## src/rtl/gsd_accumulate_ctrl.sv

```systemverilog
// Streaming accumulator holding the running sum in GSD redundant form.
// Carry-free add per beat, serial GSD-to-binary conversion on packet end.

module gsd_b2g #(
    parameter int LEN = 16
) (
    input  logic [LEN-1:0]      bin,
    output logic [LEN-1:0][1:0] gsd
);
    always_comb begin
        for (int i = 0; i < LEN; i++)
            gsd[i] = bin[i] ? 2'b01 : 2'b00;
        // The sign bit carries weight -2^(LEN-1).
        if (bin[LEN-1])
            gsd[LEN-1] = 2'b10;
    end
endmodule

module gsd_cfa #(
    parameter int LEN = 16
) (
    input  logic [LEN-1:0][1:0] a,
    input  logic [LEN-1:0][1:0] b,
    output logic [LEN-1:0][1:0] s
);
    function automatic int dv(input logic [1:0] d);
        case (d)
            2'b01:   return 1;
            2'b10:   return -1;
            default: return 0;
        endcase
    endfunction

    function automatic logic [1:0] enc(input int v);
        if (v > 0)
            return 2'b01;
        else if (v < 0)
            return 2'b10;
        else
            return 2'b00;
    endfunction

    int   av, bv, pv, t, w, tp;
    logic ng;

    // ng tells whether the lower position may emit a negative transfer,
    // which selects the transfer/interim pair that keeps each sum digit
    // inside {-1,0,1}.
    always_comb begin
        av = 0;
        bv = 0;
        pv = 0;
        t  = 0;
        w  = 0;
        tp = 0;
        ng = 1'b0;
        s  = '0;
        for (int i = 0; i < LEN; i++) begin
            av = dv(a[i]);
            bv = dv(b[i]);
            pv = av + bv;
            case (pv)
                2: begin
                    t = 1;
                    w = 0;
                end
                -2: begin
                    t = -1;
                    w = 0;
                end
                1: begin
                    t = ng ? 0 : 1;
                    w = ng ? 1 : -1;
                end
                -1: begin
                    t = ng ? -1 : 0;
                    w = ng ? 1 : -1;
                end
                default: begin
                    t = 0;
                    w = 0;
                end
            endcase
            s[i] = enc(w + tp);
            tp   = t;
            ng   = (av < 0) || (bv < 0);
        end
    end
endmodule

module gsd_accumulate_ctrl #(
    parameter int LEN   = 16,
    parameter int CHUNK = 4,
    parameter int CNT_W = 8
) (
    input  logic             clk,
    input  logic             rst_n,
    input  logic             in_valid,
    output logic             in_ready,
    input  logic [LEN-1:0]   in_data,
    input  logic             in_last,
    output logic             out_valid,
    input  logic             out_ready,
    output logic [LEN-1:0]   out_data,
    output logic [CNT_W-1:0] out_count,
    output logic             busy
);
    localparam int NCH = LEN / CHUNK;
    localparam int IW  = (NCH > 1) ? $clog2(NCH) : 1;

    typedef enum logic [1:0] {
        ACC,
        CONV,
        OUT
    } st_t;

    st_t                  st;
    logic [LEN-1:0][1:0]  acc;
    logic [CNT_W-1:0]     cnt;
    logic [LEN-1:0]       res;
    logic                 brw;
    logic [IW-1:0]        idx;
    logic                 in_ready_q;
    logic                 out_valid_q;
    logic                 busy_q;

    logic [LEN-1:0][1:0]   opg;
    logic [LEN-1:0][1:0]   sum;
    logic [CHUNK-1:0][1:0] cdig;
    logic [CHUNK-1:0]      cbits;
    logic                  cbrw;
    logic                  p, n, b;
    int                    base;

    gsd_b2g #(.LEN(LEN)) u_b2g (
        .bin (in_data),
        .gsd (opg)
    );

    gsd_cfa #(.LEN(LEN)) u_cfa (
        .a (acc),
        .b (opg),
        .s (sum)
    );

    // Ripple-borrow conversion of one chunk: bit = parity, borrow when
    // digit minus incoming borrow goes negative.
    always_comb begin
        base  = int'(idx) * CHUNK;
        cdig  = acc[base +: CHUNK];
        cbits = '0;
        p     = 1'b0;
        n     = 1'b0;
        b     = brw;
        for (int i = 0; i < CHUNK; i++) begin
            p        = (cdig[i] == 2'b01);
            n        = (cdig[i] == 2'b10);
            cbits[i] = p ^ n ^ b;
            b        = !p && (n || b);
        end
        cbrw = b;
    end

    always_ff @(posedge clk or negedge rst_n) begin
        if (!rst_n) begin
            st          <= ACC;
            acc         <= '0;
            cnt         <= '0;
            res         <= '0;
            brw         <= 1'b0;
            idx         <= '0;
            in_ready_q  <= 1'b1;
            out_valid_q <= 1'b0;
            busy_q      <= 1'b0;
        end else begin
            unique case (st)
                ACC: begin
                    if (in_valid && in_ready_q) begin
                        acc <= sum;
                        cnt <= (&cnt) ? cnt : cnt + 1'b1;
                        if (in_last) begin
                            st         <= CONV;
                            idx        <= '0;
                            brw        <= 1'b0;
                            in_ready_q <= 1'b0;
                            busy_q     <= 1'b1;
                        end
                    end
                end
                CONV: begin
                    res[base +: CHUNK] <= cbits;
                    brw                <= cbrw;
                    if (idx == IW'(NCH - 1)) begin
                        st          <= OUT;
                        idx         <= '0;
                        out_valid_q <= 1'b1;
                    end else begin
                        idx <= idx + 1'b1;
                    end
                end
                OUT: begin
                    if (out_ready) begin
                        acc         <= '0;
                        cnt         <= '0;
                        st          <= ACC;
                        out_valid_q <= 1'b0;
                        busy_q      <= 1'b0;
                        in_ready_q  <= 1'b1;
                    end
                end
                default: begin
                    st <= ACC;
                end
            endcase
        end
    end

    assign in_ready  = in_ready_q;
    assign out_valid = out_valid_q;
    assign busy      = busy_q;
    assign out_data  = res;
    assign out_count = cnt;
endmodule

```

## config.mk

```make
export PLATFORM = sky130hd
export DESIGN_NAME = gsd_accumulate_ctrl
export DESIGN_NICKNAME = d
export VERILOG_FILES = /design/src/rtl/gsd_accumulate_ctrl.sv
export SDC_FILE = /design/constraint.sdc
export NUM_CORES = 1
export LEC_CHECK = 0
export ABC_AREA = 1
export BUFFER_PORTS_ARGS = -buffer_cell sky130_fd_sc_hd__buf_2
export CORE_MARGIN = 1.5
export CORE_UTILIZATION = 40
export CTS_CLUSTER_SIZE = 40
export DETAILED_ROUTE_END_ITERATION = 16
export PLACE_DENSITY_LB_ADDON = 0.05
export REMOVE_ABC_BUFFERS = 1
export SLEW_MARGIN = 20
export SYNTH_ARGS = -nofsm -noshare
export SYNTH_HDL_FRONTEND = slang
export SYNTH_SLANG_ARGS = --single-unit
```

## constraint.sdc

```tcl
create_clock -name clk -period 8.6 [get_ports clk]
set_input_delay 0.43 -clock clk [delete_from_list [all_inputs] [get_ports clk]]
set_output_delay 0.43 -clock clk [all_outputs]
set_load 0.01 [all_outputs]
```

==> results of run 1 <==
[final timing paths]
check | endpoint | slack [ps] | cells past startpoint
min reg2reg | out_valid | 470 | 2
max reg2reg | out_data[15] | 4850 | 12
max in group asynchronous | acc[19] | 7760 | 2
min in group clk | st[1] | 350 | 2
max | out_data[15] | 4850 | 12
min | out_data[1] | 260 | 2
[area by class of cell]
| cell class | count | area (um^2) | share of cell area |
|---|---|---|---|
| clock inverters | 4 | 45.04 | 0.006243 |
| clock buffers | 12 | 256.5 | 0.03555 |
| multi-input cells | 525 | 4109 | 0.5695 |
| inverters | 190 | 713.2 | 0.09886 |
| repair buffers | 48 | 242.7 | 0.03365 |
| well taps | 216 | 270.3 | 0.03746 |
| flip-flops and latches | 63 | 1578 | 0.2187 |
[metal layers]
metal,vias to the layer above,routed length [um],GRT usage
met1,2432,6592,0.2322
li1,2532,-,-
met3,12,324,0.03567
met4,0,201,0.04902
met2,51,6979,0.3149
met5,-,0,0
[critical path, delay by kind of cell, from the launching register on]
family,cells,cell delay [ps]
buffers and inverters,2,530
AOI/OAI and AO/OA,4,550
and+or+nand+nor,2,240
DFF,1,700
adders and majority gates,4,1660
[flip-flops by register name, indices dropped and copies added, names as in the netlist]
register,flops
in_ready,1
st,2
brw,1
out_valid,1
idx,2
busy,1
out_count,8
acc,31
out_data,16
[metrics by stage]
step	util	std cells	setup WS [ps]	hold slack (ps)	cell area [um^2]
final	0.4558	1058	4848	263.9	7214
after global routing	0.4558	1058	4461	327.7	7214
after CTS	0.4558	1058	4798	300.6	7214
after detailed placement	0.4368	1042	4821	460.6	6913
after global placement	0.4368	1042	4939	462.7	6913
after floorplan	-	778	5186	134.4	6400
[report_power, final]
part / internal, mW / total, mW / switching (mW)
logic: 0.784 / 2.13 / 1.35
clock network: 0.238 / 0.368 / 0.129
registers: 0.410 / 0.512 / 0.102
[logic make-up (layout without fill, tap and decap cells)]
family                   after synthesis  in the layout  synth area share
AND/OR/NAND/NOR                      260            260            0.1825
AO/OA/AOI/OAI                        117            117           0.09580
buffers and inverters                204            254            0.1204
XOR/XNOR                              14             14           0.01897
flip-flops                            63             63            0.2440
adder cells (fa/ha/maj)              134            134            0.3383
[synth_stat cells (6+ instances only)]
cell type and instances:
clkbuf_1 9, fa_1 68, dfrtp_1 62, nand3_1 61
o22ai_1 9, o21ai_0 80, ha_1 66, nand4_1 24
inv_1 190, nand2_1 113, or2_2 10, nor2_1 40
a21oi_1 16, xnor2_1 6, o21ai_1 6, xor2_1 8
==> reports/qor.yml, run 1 <==
drtIter0Drc: 176
area_growth_pct: 11.59
async_reset_ff_frac: 1.000
overflow: 0
routedWlPerCell_um: 13.32
period_needed_ps: 3752
crit_chain: "inv_1 > o21ai_0 > o21ai_0 > a31oi_1 > fa_1 > fa_1 > fa_1 > inv_1 > fa_1 > nor2_1 > nand2_1 > o21ai_0"
drc: 0
crit_fanout: 33
cts_tree: "done"
grt_start_max_net_pins: 64
synth_edf_count: 0
cts.sinks: 63
synth_largest_area_cell: "dfrtp_1"
drt-vias-per-instance: 4.751
clk_latency_ps: 340
grt_pass1_wl_um: 24170
vias: 5027
ant_nets: 0
period_share: 0.4363
antenna-diode-count: 0
ys_seq_area_frac: 0.2440
die-area_mm2: 0.01693
finalPower_mw: 3.013
worst_setup_path_end_kind: "register"
synthCells: 792
syn_area_mm2: 0.006465
synthTopCellsByArea: "dfrtp_1, fa_1, ha_1, inv_1, nand2_1"
num-nets-final: 992
grt_pass1_vias: 5285
crit_type: "register to register"
path_clk_slew_ps: 60
cp_data_arrival_time_ps: 4000
vdd_drop_max_uv: 149.2
initial_utilization: 0.4085
avgSynthCellArea_um2: 8.163
fin_skew_ps: 8.488
grt_usage: 0.1820
worst_slew_pin_slew_ps: 871.6
slowest_delay_ps: 700
antenna_found_initial: 0
cp_common_cell: "fa_1"
holdBufCountCts: 0
maxClockFrequency_ghz: 0.2665
relSlewSlack: 0.4189
gp_congestion: 0.7742
maxSlewViolCount: 0
cp.required_ps: 8850
ctsResizeCount: 0
drt_wl_total_um: 14100
drv_cap: 0
fin_setup_tns_ps: 0
fp-row-count: 46
dp_hpwl_um: 11090
clock_path_buffers: 2
port_buffers: 47
htree_levels: 3
mostFrequentLayoutCell: "inv_1"
ys_types: 30
startpoint_type: "register"
rsz0062_at_grt: "false"
pin_count: 48
root_buffer: "clkbuf_16"
startpoint: "idx[0]"
r2r-start: "idx[0]"
yosysTopAreaCellShare: 0.2400
cts_setup_buffers: 0
powerDensity_mw_per_mm2: 417.6
yosys_warnings: 0
fillCellCount: 1581
cts-buffers-inserted: 9
drive_gt1_frac: 0.09620
ys.flop_type: "dfrtp_1"
min_path_type: "input pin to async pin"
status: "complete, no violations"
die_w_um: 130.1
p_leak_nw: 3.724
crit_slowest_cell: "dfrtp_1"
ys_ff_latch: 63
core_area_mm2: 0.01583
setup_viol_count_final: 0
dr.pass1.iters: 4
die_h_um: 130.1
mostFrequentLayoutCells: "inv_1, nand2_1, o21ai_0"
hold_viol: 0
(Power assumes the default switching activity.)
==> run 2, diff against run 1 <==
--- a/config.mk
+++ b/config.mk
@@ -5,7 +5,7 @@
 export SDC_FILE = /design/constraint.sdc
 export NUM_CORES = 1
 export LEC_CHECK = 0
-export ABC_AREA = 1
+export ABC_AREA = 0
 export BUFFER_PORTS_ARGS = -buffer_cell sky130_fd_sc_hd__buf_2
 export CORE_MARGIN = 1.5
 export CORE_UTILIZATION = 40
==> constraint.sdc (replaced) <==
create_clock -name clk -period 3 [get_ports clk]
set_input_delay 0.15 -clock clk [delete_from_list [all_inputs] [get_ports clk]]
set_output_delay 0.15 -clock clk [all_outputs]
set_load 0.01 [all_outputs]
==> run 2 against run 1 <==
Effect of this change:
- the run now ends with negative setup slack left
- clock-buffer cell count is 1 lower
- maximum frequency is 20% higher
- register-to-register slack worse by 5000 ps
- global-route usage is 0.31 points higher
- critical path depth is 6 higher
- worst hold slack worse by 250 ps
- final cell count is 8.5% lower
- flip-flop and latch count stayed put
- via count is 4.2% lower
- clock skew is 2.8 ps lower
- critical endpoint is now acc[24]
- largest cell class unchanged
- highest routed layer unchanged
==> reports/qor.yml, run 2 <==
regArea_mm2: 0.001580
crit_type: "register to register"
die-area_mm2: 0.01637
slowest_delay_ps: 400
drive_gt1_frac: 0.3282
overflow: 0
clk_latency_ps: 330
status: "complete, but fails checks"
fin_setup_tns_ps: -410.6
grt_pass1_wl_um: 23850
setup.worst_path.end: "acc[24]"
synth_largest_area_cell: "dfrtp_1"
failed_checks: "negative setup slack"
avgSynthCellArea_um2: 9.740
cts_tree: "done"
core_area_mm2: 0.01520
synth_top_family_by_area: "adder cells"
startpoint: "acc[23]"
period_needed_ps: 3129
ys_ff_latch: 63
async_reset_ff_frac: 1.000
r2r-start: "acc[23]"
drtIter0Drc: 150
mostFrequentLayoutCells: "inv_1, buf_4, nand2_1"
synthTopCellsByArea: "dfrtp_1, fa_1, ha_1, inv_1, nand2_1"
grt_usage: 0.1851
crit_fanout: 2
gr-usage-met1: 0.2335
maxClockFrequency_ghz: 0.3196
hold_viol: 0
grt_start_max_net_pins: 64
num-nets-final: 930
cts-buffers-inserted: 9
synth_common_cells: "inv_1, fa_1, ha_1, nand2_1, dfrtp_1"
rsz0062_at_grt: "true"
min_path_type: "input pin to async pin"
ant_nets: 0
synth-xor-area-share: 0.01964
root_buffer: "clkbuf_16"
crit_chain: "ha_4 > inv_2 > ha_4 > xnor2_2 > buf_4 > nor2_4 > a21oi_2 > o31ai_2 > ha_2 > inv_2 > fa_2 > inv_2 > buf_6 > fa_2 > fa_2 > nor4b_4 > nand2_1 > a32o_1"
worst_setup_path_end_kind: "register"
syn_area_mm2: 0.006243
grt_use_met2: 0.3226
largest_reg_flops: 31
yosysTopAreaCellShare: 0.2485
clock_path_buffers: 2
fillCellCount: 1400
gp_congestion: 0.7800
cp_data_arrival_time_ps: 3350
rr_worst_depth: 18
regToRegEndpoint: "acc[24]"
maxSlewViolCount: 0
cts.sinks: 63
largest_register: "acc"
synth_compound_area_frac: 0.1411
mostFrequentLayoutCell: "inv_1"
muxShareOfSynthArea: 0.02685
antenna_found_initial: 0
drt-vias-per-instance: 4.974
die_h_um: 127.9
routedWlPerCell_um: 14.68
path_clk_slew_ps: 60
synth-simple-area-share: 0.1289
ys.flop_type: "dfrtp_1"
vias: 4815
pin_count: 48
path_delay_family: "adder cells"
synth_fa_ha_area_frac: 0.3503
multiInputGateArea_mm2: 0.004646
setup_viol_count_final: 5
startpoint_type: "register"
yosysMostFrequentCell: "inv_1"
antenna-diode-count: 0
die_w_um: 127.9
drt_wl_total_um: 14210
cp.depth: 18
htree_levels: 3
initial_utilization: 0.4107
ys_seq_area_frac: 0.2527
period_share: 1.043
grt_pass1_vias: 5108
setup_ws_ps: -128.9
crit_slowest_cell: "dfrtp_1"
ys_types: 43
drv_cap: 0
reg2reg_slack_ps: -130
yosys_warnings: 0
area_growth_pct: 31.00
fin_skew_ps: 5.713
top_usage_layer: "met2"
worst-path-buf-inv: 5
fp-row-count: 45
port_buffers: 47
dp_hpwl_um: 10950
dr.pass1.iters: 4
grtUsageMet3: 0.02796
drc: 0
worst_slew_pin_slew_ps: 876.9
cp.required_ps: 3220
synthCells: 641
synth_edf_count: 0
relSlewSlack: 0.4148
## run 2: cell types whose count changed after synthesis, moves of 9 or more
cell / previous run / this run
nand4b_1: 0 / 9
o21a_1: 1 / 14
inv_1: 190 / 116
o31ai_1: 0 / 24
o21ai_1: 6 / 19
a22o_1: 0 / 16
o21ai_0: 80 / 7
nor2b_1: 0 / 17
a21oi_1: 16 / 37
or2_2: 10 / 0
nand2_1: 113 / 65
nand4_1: 24 / 3
nand3_1: 61 / 5
## run 2: final cells by class
type	count	share of cell area
Timing Repair Buffer	137	0.1143
Inverter	116	0.05324
Clock buffer	11	0.02968
Multi-Input combinational cell	448	0.5680
Tap cell	188	0.02876
Clock inverter	5	0.01285
Sequential cell	63	0.1932
## run 2: worst min path at each step
stage,slack (ps),startpoint,endpoint,cells after the start
2_1_floorplan,-150,rst_n,acc[10],0
3_3_place_gp,390,rst_n,acc[7],2
3_5_place_dp,380,out_ready,st[1],2
4_1_cts,30,out_ready,st[1],2
5_1_grt,50,out_ready,st[1],2
6_report,20,rst_n,out_data[4],2
## run 2: cells by family after synthesis
kind of cell | count (synthesis)
XOR/XNOR | 14
AND/OR/NAND/NOR | 160
buffers and inverters | 130
multiplexers | 8
AO/OA/AOI/OAI | 132
adder cells (fa/ha/maj) | 134
flip-flops | 63
## run 2: stage by stage
step	hold WS, ps	utilization	worst slack, ps	std cells	area [um^2]
6_report	17.55	0.5380	-128.9	968	8179
5_1_grt	45.74	0.5380	-281.6	968	8179
4_1_cts	28.76	0.5208	-141.3	965	7918
3_5_place_dp	384.2	0.4777	-334.5	942	7262
3_3_place_gp	386.7	0.4777	-224.3	942	7262
2_1_floorplan	-145.6	-	-195.7	627	6176
## run 2: timing repair
item | 4_1_cts | 5_1_grt
pin swaps | 38 | 24
setup buffers | 7 | 3
endpoints found under the setup margin | 8 | 16
resized for setup | 67 | 44
hold buffers | 0 | 0
## run 2: layer usage
layer | wire length, um | vias up
met5 | 0 | -
met4 | 295 | 0
met3 | 346 | 23
met2 | 7183 | 65
met1 | 6381 | 2355
li1 | - | 2372
Power of run 2 is not shown: default switching activity piles up to over one toggle a cycle in this logic, so the estimate is an artifact.
==> run 3, diff against run 2 <==
--- a/config.mk
+++ b/config.mk
@@ -5,10 +5,11 @@
 export SDC_FILE = /design/constraint.sdc
 export NUM_CORES = 1
 export LEC_CHECK = 0
-export ABC_AREA = 0
+export ABC_AREA = 1
 export BUFFER_PORTS_ARGS = -buffer_cell sky130_fd_sc_hd__buf_2
 export CORE_MARGIN = 1.5
 export CORE_UTILIZATION = 40
+export CTS_CLUSTER_DIAMETER = 100
 export CTS_CLUSTER_SIZE = 40
 export DETAILED_ROUTE_END_ITERATION = 16
 export PLACE_DENSITY_LB_ADDON = 0.05
==> run 3 against run 2 <==
Effect of this change:
- the flow now finishes without violations
- core utilization fell by 2.0 points
- critical path depth decreased by 3
- setup slack improved by 130 ps
- die area grew 3.5%
- non-clock buffer count decreased by 1
- clock-buffer cell count fell by 1
- critical path type unchanged
- final cell count is 18% higher
- cell area rose by 0.24%
==> reports/qor.yml, run 3 (synthesis gave the netlist of run 1 again) <==
crit_chain: "inv_2 > ha_1 > inv_1 > ha_2 > or2_4 > o21ai_4 > inv_2 > fa_2 > inv_2 > fa_2 > fa_1 > inv_1 > nand4_1 > nand3_1 > o21ai_1"
grt_start_max_net_pins: 39
root_buffer: "clkbuf_16"
die_w_um: 130.1
stdcell_count: 1146
worst_slew_pin_slew_ps: 707.8
hold_slack_ps: 47.88
r2r-start: "acc[26]"
maxClockFrequency_ghz: 0.3340
dp.cells: 1116
multiInputGateArea_mm2: 0.004409
startpoint_type: "register"
whs_endpoint: "st[1]"
crit_slowest_cell: "fa_1"
powerDensity_mw_per_mm2: 1251
path_clk_slew_ps: 50
pin_count: 48
slowest_delay_ps: 400
cts_tree: "done"
cp_data_arrival_time_ps: 3210
mostFrequentLayoutCell: "inv_1"
largest_register: "acc"
grt_usage: 0.1846
die-area_mm2: 0.01693
fin_skew_ps: 6.705
dr.pass1.iters: 5
vdd_drop_max_uv: 511.4
grt_pass1_wl_um: 24730
path_delay_family: "adder cells"
drv_cap: 0
antenna-diode-count: 0
rsz0062_at_grt: "true"
rr_worst_depth: 15
core_area_mm2: 0.01583
fp-row-count: 46
clk_latency_ps: 340
num-nets-final: 1080
worst-path-buf-inv: 5
cts.sinks: 63
worst_setup_path_end_kind: "register"
overflow: 0
routedWlPerCell_um: 12.95
area_growth_pct: 26.82
dp_hpwl_um: 11630
relSlewSlack: 0.5276
cts-buffers-inserted: 9
drive_gt1_frac: 0.2548
vias: 5340
antenna_found_initial: 0
reg2reg_slack_ps: 6
regArea_mm2: 0.001579
gp_congestion: 0.8241
drt_wl_total_um: 14840
initial_utilization: 0.4085
htree_levels: 3
whs_path_depth: 2
cp_common_cell: "inv_2"
setup_viol_count_final: 0
crit_fanout: 2
cp.required_ps: 3210
regToRegEndpoint: "acc[28]"
fillCellCount: 1525
drc: 0
period_needed_ps: 2994
port_buffers: 47
status: "complete, no violations"
mostFrequentLayoutCells: "inv_1, nand2_1, buf_4"
grt_pass1_vias: 5448
largest_reg_flops: 31
p_leak_nw: 4.163
ant_nets: 0
die_h_um: 130.1
drtIter0Drc: 162
maxSlewViolCount: 0
hold_viol: 0
drt-vias-per-instance: 4.660
crit_type: "register to register"
min_path_type: "input pin to register"
period_share: 0.9980
worstHoldStart: "out_ready"
clock_path_buffers: 2
==> run 3: changes by cell type in the layout (fill, tap and decap cells not counted), sizes merged, moves of 8 or more <==
| cell | change |
|---|---|
| xnor2 | -8 |
| xor2 | +8 |
| nand3 | +56 |
| o21a | -13 |
| a22o | -16 |
| a21oi | -21 |
| o21ai | +61 |
| nand2 | +53 |
| o31ai | -24 |
| nor2b | -17 |
| nand4b | -9 |
| or2 | +9 |
| inv | +74 |
| nand4 | +21 |
==> run 3: timing repair <==
| item | 4_1_cts | 5_1_grt |
|---|---|---|
| setup endpoints to repair | 8 | 16 |
| resized for setup | 35 | 70 |
| hold buffers | 1 | 0 |
| buffers inserted | 9 | 5 |
| endpoints found under the hold margin | 25 | 0 |
| pin swaps | 9 | 34 |
==> run 3: how the worst max path moves through the flow <==
stage / from / slack [ps] / cells after the start / to
global route: acc[18] / -180 / 17 / acc[20]
detailed placement: acc[18] / -220 / 17 / acc[20]
finish: acc[26] / 6 / 15 / acc[28]
floorplan: acc[26] / -410 / 16 / acc[28]
global placement: acc[26] / -140 / 16 / acc[28]
CTS: acc[18] / -10 / 17 / acc[20]
==> run 3: layout make-up <==
cell class,count,share of cell area
repair buffers,136,0.1114
multi-input cells,525,0.5378
inverters,190,0.08698
flip-flops and latches,63,0.1926
clock buffers,10,0.02793
well taps,216,0.03296
clock inverters,6,0.01038
==> run 3: per-stage QoR <==
stage	area, um^2	setup TNS (ps)	power, mW	worst slack (ps)	utilization
global placement	7468	-364.0	8.155	-140.5	0.4719
CTS	7924	-20.20	9.819	-13.28	0.5006
global route	8199	-663.5	11.57	-184.3	0.5180
floorplan	6400	-1819	6.049	-414.0	-
finish	8199	0	10.25	6.004	0.5180
detailed placement	7468	-796.1	8.389	-222.5	0.4719
==> run 3: worst register-to-register path, delay by kind of cell, from the launching register on <==
family,cells,cell delay (ps)
AND/OR/NAND/NOR,3,430
buffers and inverters,5,310
flip-flops,1,360
AO/OA/AOI/OAI,2,240
adder cells (fa/ha/maj),5,1530
==> run 3: where the power goes <==
part	total (mW)	switching, mW	internal (mW)
Combinational	7.74	4.42	3.32
Clock	1.12	0.393	0.724
Sequential	1.40	0.218	1.18
==> run 3: routing by layer <==
metal  part of all wire  vias to the layer above  GRT usage
li1                   -                     2707          -
met1               0.47                     2583     0.2407
met2               0.50                       40     0.3211
met3              0.020                       10    0.03854
met4             0.0065                        0    0.02941
met5                  0                        -          0
